--- src/rtl/serial_word_shifter.sv ---
// Parallel-to-serial front end: one-word holding buffer feeding a bit-serial
// shifter that drives the detector input stream x, gap-free between words.
module serial_word_shifter #(
  parameter int unsigned WIDTH     = 8,
  parameter bit          MSB_FIRST = 1'b1,
  parameter bit          IDLE_BIT  = 1'b1
) (
  input  logic             clk,
  input  logic             rst,
  input  logic [WIDTH-1:0] din,
  input  logic             din_valid,
  output logic             din_ready,
  output logic             x,
  output logic             x_valid,
  output logic             frame_start,
  output logic             busy
);

  localparam int unsigned CW = (WIDTH > 2) ? $clog2(WIDTH) : 1;
  localparam logic [CW-1:0] LAST = CW'(WIDTH - 1);

  typedef enum logic {IDLE, SHIFT} state_t;

  state_t           state, state_nxt;
  logic [WIDTH-1:0] hold_reg, hold_reg_nxt;
  logic             hold_full, hold_full_nxt;
  logic [WIDTH-1:0] shreg, shreg_nxt;
  logic [CW-1:0]    cnt, cnt_nxt;
  logic             x_nxt, x_valid_nxt, frame_start_nxt;
  logic             accept, load;

  // Accept and load are mutually exclusive: accept needs an empty hold, load a full one.
  assign accept    = din_valid & ~hold_full;
  assign load      = hold_full & ((state == IDLE) | (cnt == LAST));
  assign din_ready = ~hold_full;
  assign busy      = (state == SHIFT) | hold_full;

  always_comb begin
    state_nxt       = state;
    hold_reg_nxt    = hold_reg;
    hold_full_nxt   = hold_full;
    shreg_nxt       = shreg;
    cnt_nxt         = cnt;
    x_nxt           = x;
    x_valid_nxt     = x_valid;
    frame_start_nxt = 1'b0;

    if (accept) begin
      hold_reg_nxt  = din;
      hold_full_nxt = 1'b1;
    end

    if (load) begin
      shreg_nxt       = hold_reg;
      hold_full_nxt   = 1'b0;
      cnt_nxt         = '0;
      state_nxt       = SHIFT;
      x_nxt           = MSB_FIRST ? hold_reg[WIDTH-1] : hold_reg[0];
      x_valid_nxt     = 1'b1;
      frame_start_nxt = 1'b1;
    end else if (state == SHIFT) begin
      if (cnt == LAST) begin
        state_nxt   = IDLE;
        x_nxt       = IDLE_BIT;
        x_valid_nxt = 1'b0;
      end else begin
        cnt_nxt = cnt + CW'(1);
        // Rotate so the next bit in transmit order sits next to the current one.
        if (MSB_FIRST) begin
          x_nxt     = shreg[WIDTH-2];
          shreg_nxt = {shreg[WIDTH-2:0], shreg[WIDTH-1]};
        end else begin
          x_nxt     = shreg[1];
          shreg_nxt = {shreg[0], shreg[WIDTH-1:1]};
        end
      end
    end
  end

  always_ff @(posedge clk or posedge rst) begin
    if (rst) begin
      state       <= IDLE;
      hold_reg    <= '0;
      hold_full   <= 1'b0;
      shreg       <= '0;
      cnt         <= '0;
      x           <= IDLE_BIT;
      x_valid     <= 1'b0;
      frame_start <= 1'b0;
    end else begin
      state       <= state_nxt;
      hold_reg    <= hold_reg_nxt;
      hold_full   <= hold_full_nxt;
      shreg       <= shreg_nxt;
      cnt         <= cnt_nxt;
      x           <= x_nxt;
      x_valid     <= x_valid_nxt;
      frame_start <= frame_start_nxt;
    end
  end

endmodule

--- config.mk ---
export PLATFORM = sky130hd
export DESIGN_NAME = serial_word_shifter
export DESIGN_NICKNAME = d
export VERILOG_FILES = /design/src/rtl/serial_word_shifter.sv
export SDC_FILE = /design/constraint.sdc
export NUM_CORES = 1
export LEC_CHECK = 0
export BUFFER_PORTS_ARGS = -buffer_cell sky130_fd_sc_hd__buf_4
export CORE_MARGIN = 1
export CORE_UTILIZATION = 49
export DETAILED_ROUTE_END_ITERATION = 8
export PLACE_DENSITY = 0.73
export SYNTH_ARGS = -nofsm -noshare
export SYNTH_HDL_FRONTEND = slang
export SYNTH_SLANG_ARGS = --single-unit
--- constraint.sdc ---
create_clock -name clk -period 1.43 [get_ports clk]
set_clock_uncertainty 0.05 [all_clocks]
set_input_delay 0.143 -clock clk [delete_from_list [all_inputs] [get_ports clk]]
set_output_delay 0.143 -clock clk [all_outputs]
set_load 0.01 [all_outputs]
* After elaboration in Yosys (flattened, before gate mapping) *
Cells that the tools add are included.

word-level totals
  bits in registers = 24
  input port bits = 11
  output and inout bits = 5
  logic and storage cells = 40

cells by class
  add/subtract/negate cells = 1
  eq/ne operators = 2
  muxes and demuxes = 18
  bitwise logic cells = 6
  reduce and logical (&&, ||, !) cells = 5

operator list
  kind                                          number
  2-to-1 mux 8 bit                              3
  2-to-1 mux 1 bit                              12
  2-to-1 mux 3 bit                              3
  nonzero test 2 bit                            3
  AND reduction 2 bit                           2
  adder 3 x 1 -> 3 bit (second input constant)  1
  == test 3 bit (second input constant)         1
  bitwise AND 1 bit                             2
  != test 2 bit (second input constant)         1
  inverter 1 bit                                2
  OR 1 bit                                      2

* Logic depth before layout (Yosys ltp) *
Gate-level depths: netlist of the first run.

  depth after elaboration = 5
  depth in mapped cells = 6
  gate-level depth less buffers = 5

* Worst setup path before layout of the first run *
OpenSTA, ideal clock, no wires.

  kind = register to register
  from = register cnt[0]
  to = register cnt[0]
  arrival = 1.243 ns
  data required time = 1.255 ns
  slack = 0.012 ns
  stages on the path, launching flop included = 6
  path through = dfrtp_1 ha_1 ha_1 nor2b_4 nor2_1 mux2_2

on the way
  longest elaborated chain between the ends = 5
  elaborated cells on any way between the ends = 10

RTL lines
  what                                                          RTL line  source
  start, declared                                               28        logic [CW-1:0] cnt, cnt_nxt;
  start signal, assigned                                        95        cnt <= cnt_nxt;
  branches (longest 5 deep; another with adder 3 x 1 -> 3 bit)  --

Several ways; the timed one is not identified. The select of a mux whose other input is x is not followed.
A chain may end at the register's enable or synchronous reset.

* Final worst setup path of the first run *
  from = register hold_full
  to = output busy

on the way
  longest elaborated chain between the ends = 1

RTL lines
  what                    RTL line  source
  start, declared         26        logic hold_full, hold_full_nxt;
  start signal, assigned  93        hold_full <= hold_full_nxt;
  OR 1 bit                36        assign busy = (state == SHIFT) | hold_full;
  end, declared           16        output logic busy

Every way passes these cells.

==> results of run 1 <==
worst register-to-register path: stages (launching register included):
cell,delay [ns]
dfrtp_1,0.41
ha_2,0.21
ha_4,0.17
nor2b_4,0.16
nor2_2,0.05
mux2_2,0.25
area by class of cell:
class	count	area share (%)
sequential	24	39.8
clock inverter	1	1.98
timing repair buffer	41	24.5
inverter	4	0.991
clock buffer	3	1.49
tap	27	2.23
multi-input combinational	56	29.0
layout by cell type, fill, tap and decap left out:
| master | n |
|---|---|
| a21o_1 | 1 |
| a21oi_1 | 3 |
| a311oi_1 | 1 |
| buf_12 | 1 |
| buf_4 | 28 |
| buf_6 | 1 |
| buf_8 | 1 |
| bufinv_16 | 1 |
| clkbuf_16 | 1 |
| clkbuf_4 | 3 |
| dfrtp_1 | 22 |
| dfrtp_2 | 1 |
| dfstp_2 | 1 |
| dlygate4sd3_1 | 9 |
| ha_2 | 1 |
| ha_4 | 1 |
| inv_1 | 4 |
| mux2_2 | 1 |
| mux2_4 | 7 |
| mux2i_1 | 8 |
| nand2_1 | 12 |
| nand2b_1 | 1 |
| nor2_1 | 3 |
| nor2_2 | 1 |
| nor2b_1 | 1 |
| nor2b_4 | 2 |
| o21ai_1 | 10 |
| or2_0 | 1 |
| or2_1 | 2 |
synthesized netlist by cell type, drive strengths merged:
master,number
a21o,1
nand2,12
nand2b,1
dfrtp,23
nor2b,3
nor2,4
or2,3
mux2,8
inv,4
a311oi,1
o21ai,10
mux2i,8
a21oi,3
ha,2
buf,5
dfstp,1
routing by layer:
layer | up-vias | global-route usage, %
met4 | 0 | 7.35
met3 | 2 | 2.80
li1 | 378 | -
met2 | 15 | 26.2
met1 | 351 | 23.2
met5 | - | 0
cells by family after synthesis:
logic type | synth area share (%)
compound gates | 7.51
fa+ha+maj | 2.31
buf+inv | 5.54
flops | 55.5
mux | 18.1
simple gates | 11.0
worst min path at each step:
stage | to | slack, ns | cells after the start
final | hold_reg[6] | 0.27 | 3
after global routing | hold_reg[6] | 0.26 | 3
after detailed placement | cnt[1] | 0.13 | 2
after floorplan | cnt[0] | 0.11 | 1
after global placement | cnt[1] | 0.14 | 2
after CTS | hold_reg[6] | 0.25 | 3
per-stage QoR:
step / hold WS, ns / worst slack [ns] / util [%] / cells / setup TNS [ns]
6_report: 0.266 / 0.00279 / 74.9 / 156 / 0
5_1_grt: 0.262 / -0.0511 / 74.9 / 156 / -0.115
4_1_cts: 0.254 / -0.0162 / 69.4 / 148 / -0.0281
3_5_place_dp: 0.130 / -0.00416 / 61.2 / 133 / -0.00416
3_3_place_gp: 0.137 / 0.0369 / 61.2 / 133 / 0
2_1_floorplan: 0.107 / 0.0125 / - / 89 / 0
power by group:
| group | leakage (nW) | total [W] | switching [W] | internal, W |
|---|---|---|---|---|
| clock network | 0.0279 | 0.000481 | 0.000197 | 0.000283 |
| logic | 0.436 | 0.00159 | 0.000653 | 0.000935 |
| registers | 0.286 | 0.00123 | 0.000205 | 0.00102 |
repair_timing:
action	4_1_cts	5_1_grt
setup endpoints to repair	7	13
hold buffers	9	0
endpoints found under the hold margin	17	0
setup buffers	2	7
gates resized for setup	2	9
gates cloned	0	1
pin swaps	0	1
==> metrics.md, run 1 <==
| Metric | Value |
|---|---|
| Cell Area, Placed | `1240 µm²` |
| Clk pin slew, worst setup/hold paths | `0.13 ns` |
| FF-to-FF End | `cnt[0]` |
| Filler Cells Inserted | `130` |
| Clk buf depth | `2` |
| Antenna violations before repair | `0` |
| Setup crit start | `hold_full` |
| Vias/cell | `4.78` |
| Area grow syn2layout | `39.8%` |
| Fraction of layout cells with a size suffix above 1 | `39.5%` |
| Worst Reg2Reg Path Length in Cells | `5` |
| I/O Buffers | `15` |
| DR top layer | `met4` |
| Max stage delay on crit path | `0.46 ns` |
| Fin crit share | `99.8%` |
| Worst VDD drop | `1.31 mV` |
| Total Power | `0.00330 W` |
| Clk Latency, worst-skew pair | `0.31 ns` |
| ANT cells | `0` |
| Final Instance Area | `1520 µm²` |
| Unique masters post-synth | `20` |
| Hold_sp | `din_valid` |
| CTS tree | `done` |
| Family with the most delay on the worst path | `flip-flops` |
| Chip Height | `49.0 µm` |
| Critical R2R Launch | `cnt[1]` |
| Mapped Avg Cell Area | `12.2 µm²` |
| Met2 WL | `1020 µm` |
| DRC | `0` |
| Critical path fanouts, max | `6` |
| GPL Wtd Cong | `0.752` |
| Met3 WL | `58 µm` |
| Multi-input gate area | `439 µm²` |
| Overall Global Routing Usage | `16.8%` |
| Top-Level Pins | `16` |
| Post-Synthesis Cells | `89` |
| Sequential cell area | `603 µm²` |
| CP endpoint | `busy` |
| Leakage power | `0.750 nW` |
| DP HPWL | `1180 µm` |
| Count of final hold-check violations | `0` |
| WL/cell | `12.9 µm` |
| Worst min path class | `in2reg` |
| Chip Width | `49.0 µm` |
| Cts bufs inserted | `3` |
| Syn_nets | `102` |
| Die ar. | `2400 µm²` |
| Max-Cap Viols | `0` |
| 1st-pass router iterations | `5` |
| Worst path bufs/invs | `2` |
| FF-to-FF setup slack | `0.03 ns` |
| Register area share after synthesis | `55.5%` |
| Fin nets | `143` |
| Instance count on the critical path | `3` |
| F_max | `0.701 GHz` |
| Critical path endpoint category | `primary output` |
| Measured slew at the worst slew-check pin | `0.467 ns` |
| Crit Path Class | `reg2out` |
| Synth warn | `0` |
| Crit path arrival time | `1.23 ns` |
| Outcome | `complete, no violations` |
| CTS root buffer | `clkbuf_4` |
| Vias in the first global route | `689` |
| RSZ-0062 raised after global routing | `true` |
| Max-slew violation count | `0` |
| WL met1 | `926 µm` |
| Antenna violation net count after detailed routing | `0` |
| CP cell instances | `buf_12 > or2_1 > buf_6` |
| Row count | `16` |
| Largest net degree at the start of global routing | `18` |
| Setup violations, final | `0` |
| Synth top area share | `53.1%` |
| First-pass GRT wire length | `3060 µm` |
| Initial Util | `53.6%` |
| Mapped Area | `1080 µm²` |
| Core Region | `2020 µm²` |
| TritonCTS sink count | `24` |
| Critical Path RT | `1.24 ns` |
| DR vias | `746` |
| Power Density | `2170 nW/µm²` |
| Largest cells by area after synthesis | `dfrtp_1 53%, mux2_4 9.7%, mux2i_1 7.4%, o21ai_1 4.6%, nand2_1 4.2%` |
| Worst Setup Start Kind | `flop` |
| Slew HR | `68.8%` |
| CP max stage cell | `dfrtp_2` |
| H-tree Lvls | `1` |
| Final worst path period need | `1.43 ns` |
| Largest area contributor in the netlist | `dfrtp_1` |
| Initial DRC Count | `14` |
| Final WL | `2020 µm` |
| Synth Register Bits | `24` |
| Gr ovfl total | `0` |
No activity file was read; power rests on OpenSTA's default activity.
==> run 2, diff against run 1 <==
--- a/config.mk
+++ b/config.mk
@@ -7,9 +7,8 @@
 export LEC_CHECK = 0
 export BUFFER_PORTS_ARGS = -buffer_cell sky130_fd_sc_hd__buf_4
 export CORE_MARGIN = 1
-export CORE_UTILIZATION = 49
+export CORE_UTILIZATION = 30
 export DETAILED_ROUTE_END_ITERATION = 8
-export PLACE_DENSITY = 0.73
 export SYNTH_ARGS = -nofsm -noshare
 export SYNTH_HDL_FRONTEND = slang
 export SYNTH_SLANG_ARGS = --single-unit
==> metrics.md, run 2 (synthesized netlist as in run 1, its figures left out) <==
| Metric | Value |
|---|---|
| Worst Setup Start Kind | `flop` |
| Fraction of power consumed by combinational cells | `50.2% (+2.0 points)` |
| Count of final hold-check violations | `0 (unchanged)` |
| Leakage power | `0.752 nW (+0.28%)` |
| DRC | `0 (unchanged)` |
| Fin crit share | `99.9% (+0.14 points)` |
| Overall Global Routing Usage | `10.4% (-6.4 points)` |
| Post-Route Setup TNS | `0 ns (unchanged)` |
| Max-slew violation count | `0 (unchanged)` |
| H-tree Lvls | `1 (unchanged)` |
| DP HPWL | `1220 µm (+3.4%)` |
| Initial DRC Count | `13 (-1)` |
| Fraction of layout cells with a size suffix above 1 | `41.2% (+1.7 points)` |
| Clock network fraction of total power | `11.1% (-3.5 points)` |
| Crit path arrival time | `1.24 ns (about the same)` |
| Max-Cap Viols | `0 (unchanged)` |
| Die ar. | `3860 µm² (+60%)` |
| Core Region | `3390 µm² (+68%)` |
| Clk Latency, worst-skew pair | `0.31 ns (about the same)` |
| Register share of total power | `38.7% (+1.5 points)` |
| CTS tree | `done` |
| Final worst path period need | `1.43 ns (+0.00204 ns)` |
| Slew HR | `76.7% (+7.9 points)` |
| Total Power | `0.00317 W (-3.9%)` |
| Setup violations, final | `0 (unchanged)` |
| Worst VDD drop | `0.644 mV (-51%)` |
| Largest net degree at the start of global routing | `25 (+7)` |
| Power Density | `2060 nW/µm² (-5.4%)` |
| Critical path fanouts, max | `6 (unchanged)` |
| Sw frac | `32.2% (+0.20 points)` |
| Antenna violation net count after detailed routing | `0 (unchanged)` |
| Top-Level Pins | `16 (unchanged)` |
| WL/cell | `10.6 µm (-18%)` |
| Critical path endpoint category | `primary output` |
| First-pass GRT wire length | `3190 µm (+4.5%)` |
| Vias in the first global route | `719 (+4.4%)` |
| Cell Area, Placed | `1250 µm² (+1.3%)` |
| Crit Path Class | `reg2out` |
| Clk pin slew, worst setup/hold paths | `0.13 ns (about the same)` |
| Internal | `0.00215 W (-4.2%)` |
| RSZ-0062 raised after global routing | `true` |
| F_max | `0.700 GHz (-0.14%)` |
| Fin nets | `145 (+1.4%)` |
| TritonCTS sink count | `24 (unchanged)` |
| Initial Util | `32.0% (-22 points)` |
| Worst min path class | `in2reg` |
| Vias/cell | `4.26 (-11%)` |
| Gr ovfl total | `0 (unchanged)` |
| Final std cells w/o fill | `177 (+13%)` |
| Chip Width | `62.1 µm (+27%)` |
| Measured slew at the worst slew-check pin | `0.349 ns (-0.118 ns)` |
| GPL Wtd Cong | `0.759 (+1.0%)` |
| Commonest non-fill, non-tap cell in the layout | `buf_4` |
| Final WL | `1880 µm (-6.7%)` |
| Chip Height | `62.1 µm (+27%)` |
| Commonest non-fill, non-tap cells in the layout | `30 x buf_4, 22 x dfrtp_1, 11 x nand2_1` |
| I/O Buffers | `15 (unchanged)` |
| Clk buf depth | `2 (unchanged)` |
| FF-to-FF setup slack | `0.03 ns (about the same)` |
| Antenna violations before repair | `0 (unchanged)` |
| Area grow syn2layout | `42.1%` |
| CTS root buffer | `clkbuf_4` |
| DP Cell Count | `151 (+14%)` |
| DR vias | `754 (+1.1%)` |
| ANT cells | `0 (unchanged)` |
| 1st-pass router iterations | `4 (-1)` |
| Final Instance Area | `1540 µm² (+1.7%)` |
| Outcome | `complete, no violations` |
| Row count | `21 (+5)` |
| NetSw | `0.00102 W (-3.3%)` |
| Cts bufs inserted | `3 (unchanged)` |
| Critical Path RT | `1.24 ns (about the same)` |
==> run 2: changes by cell type in the layout (fill, tap and decap cells not counted), sizes merged <==
| cell | delta |
|---|---|
| clkbuf | +1 |
| buf | +2 |
| bufinv | -1 |
==> run 2: what timing repair did <==
| item | CTS | global route |
|---|---|---|
| hold buffers | 9 | 0 |
| resized for setup | 4 | 8 |
| pin swaps | 0 | 1 |
| hold endpoints to repair | 31 | 0 |
| cloned | 0 | 1 |
| setup endpoints to repair | 9 | 10 |
| setup buffers | 1 | 11 |
==> run 2: cell type report <==
cell class	instances	area, µm²
inverter	4	15.0
clock buffer	4	36.3
timing repair buffer	43	387
fill	321	1850
multi-input combinational	56	442
sequential	24	603
tap	46	57.6
==> run 2: final timing paths <==
| check | cells past startpoint | start | end |
|---|---|---|---|
| setup / recovery | 3 | hold_full | busy |
| hold / removal | 3 | din_valid | hold_full |
| setup reg to reg | 3 | hold_full | hold_reg[2] |
| hold reg to reg | 2 | shreg[5] | shreg[6] |
| max in group asynchronous | 4 | rst | x |
| min in group asynchronous | 4 | rst | hold_reg[5] |
==> run 2: critical path: stages, from the launching register on <==
cell and delay, ns:
dfrtp_2 0.45, buf_12 0.14, or2_1 0.21, buf_6 0.12
==> run 2: routing by layer <==
layer	global-route usage [%]	vias to the layer above	routed length, µm
li1	-	381	-
met1	13.1	362	950
met2	16.6	11	892
met3	1.84	0	38
met4	6.10	0	0
met5	0	-	0
==> run 2: power by group through the flow <==
| stage | clock (W) | sequential (W) | combinational (W) |
|---|---|---|---|
| 3_5_place_dp | 0 | 0.00123 | 0.00119 |
| 4_1_cts | 0.000380 | 0.00121 | 0.00127 |
| 2_1_floorplan | 0 | 0.00118 | 0.000963 |
| 5_1_grt | 0.000400 | 0.00127 | 0.00178 |
| 6_report | 0.000352 | 0.00123 | 0.00159 |
| 3_3_place_gp | 0 | 0.00121 | 0.00116 |
==> run 2: per-stage QoR <==
step           utilization (%)  hold WS [ns]  setup slack [ns]
3_3_place_gp              37.0         0.161            0.0342
3_5_place_dp              37.0         0.170          -0.00878
5_1_grt                   45.4         0.229           -0.0426
4_1_cts                   41.3         0.227           -0.0197
2_1_floorplan                -         0.107            0.0125
6_report                  45.4         0.230          0.000745
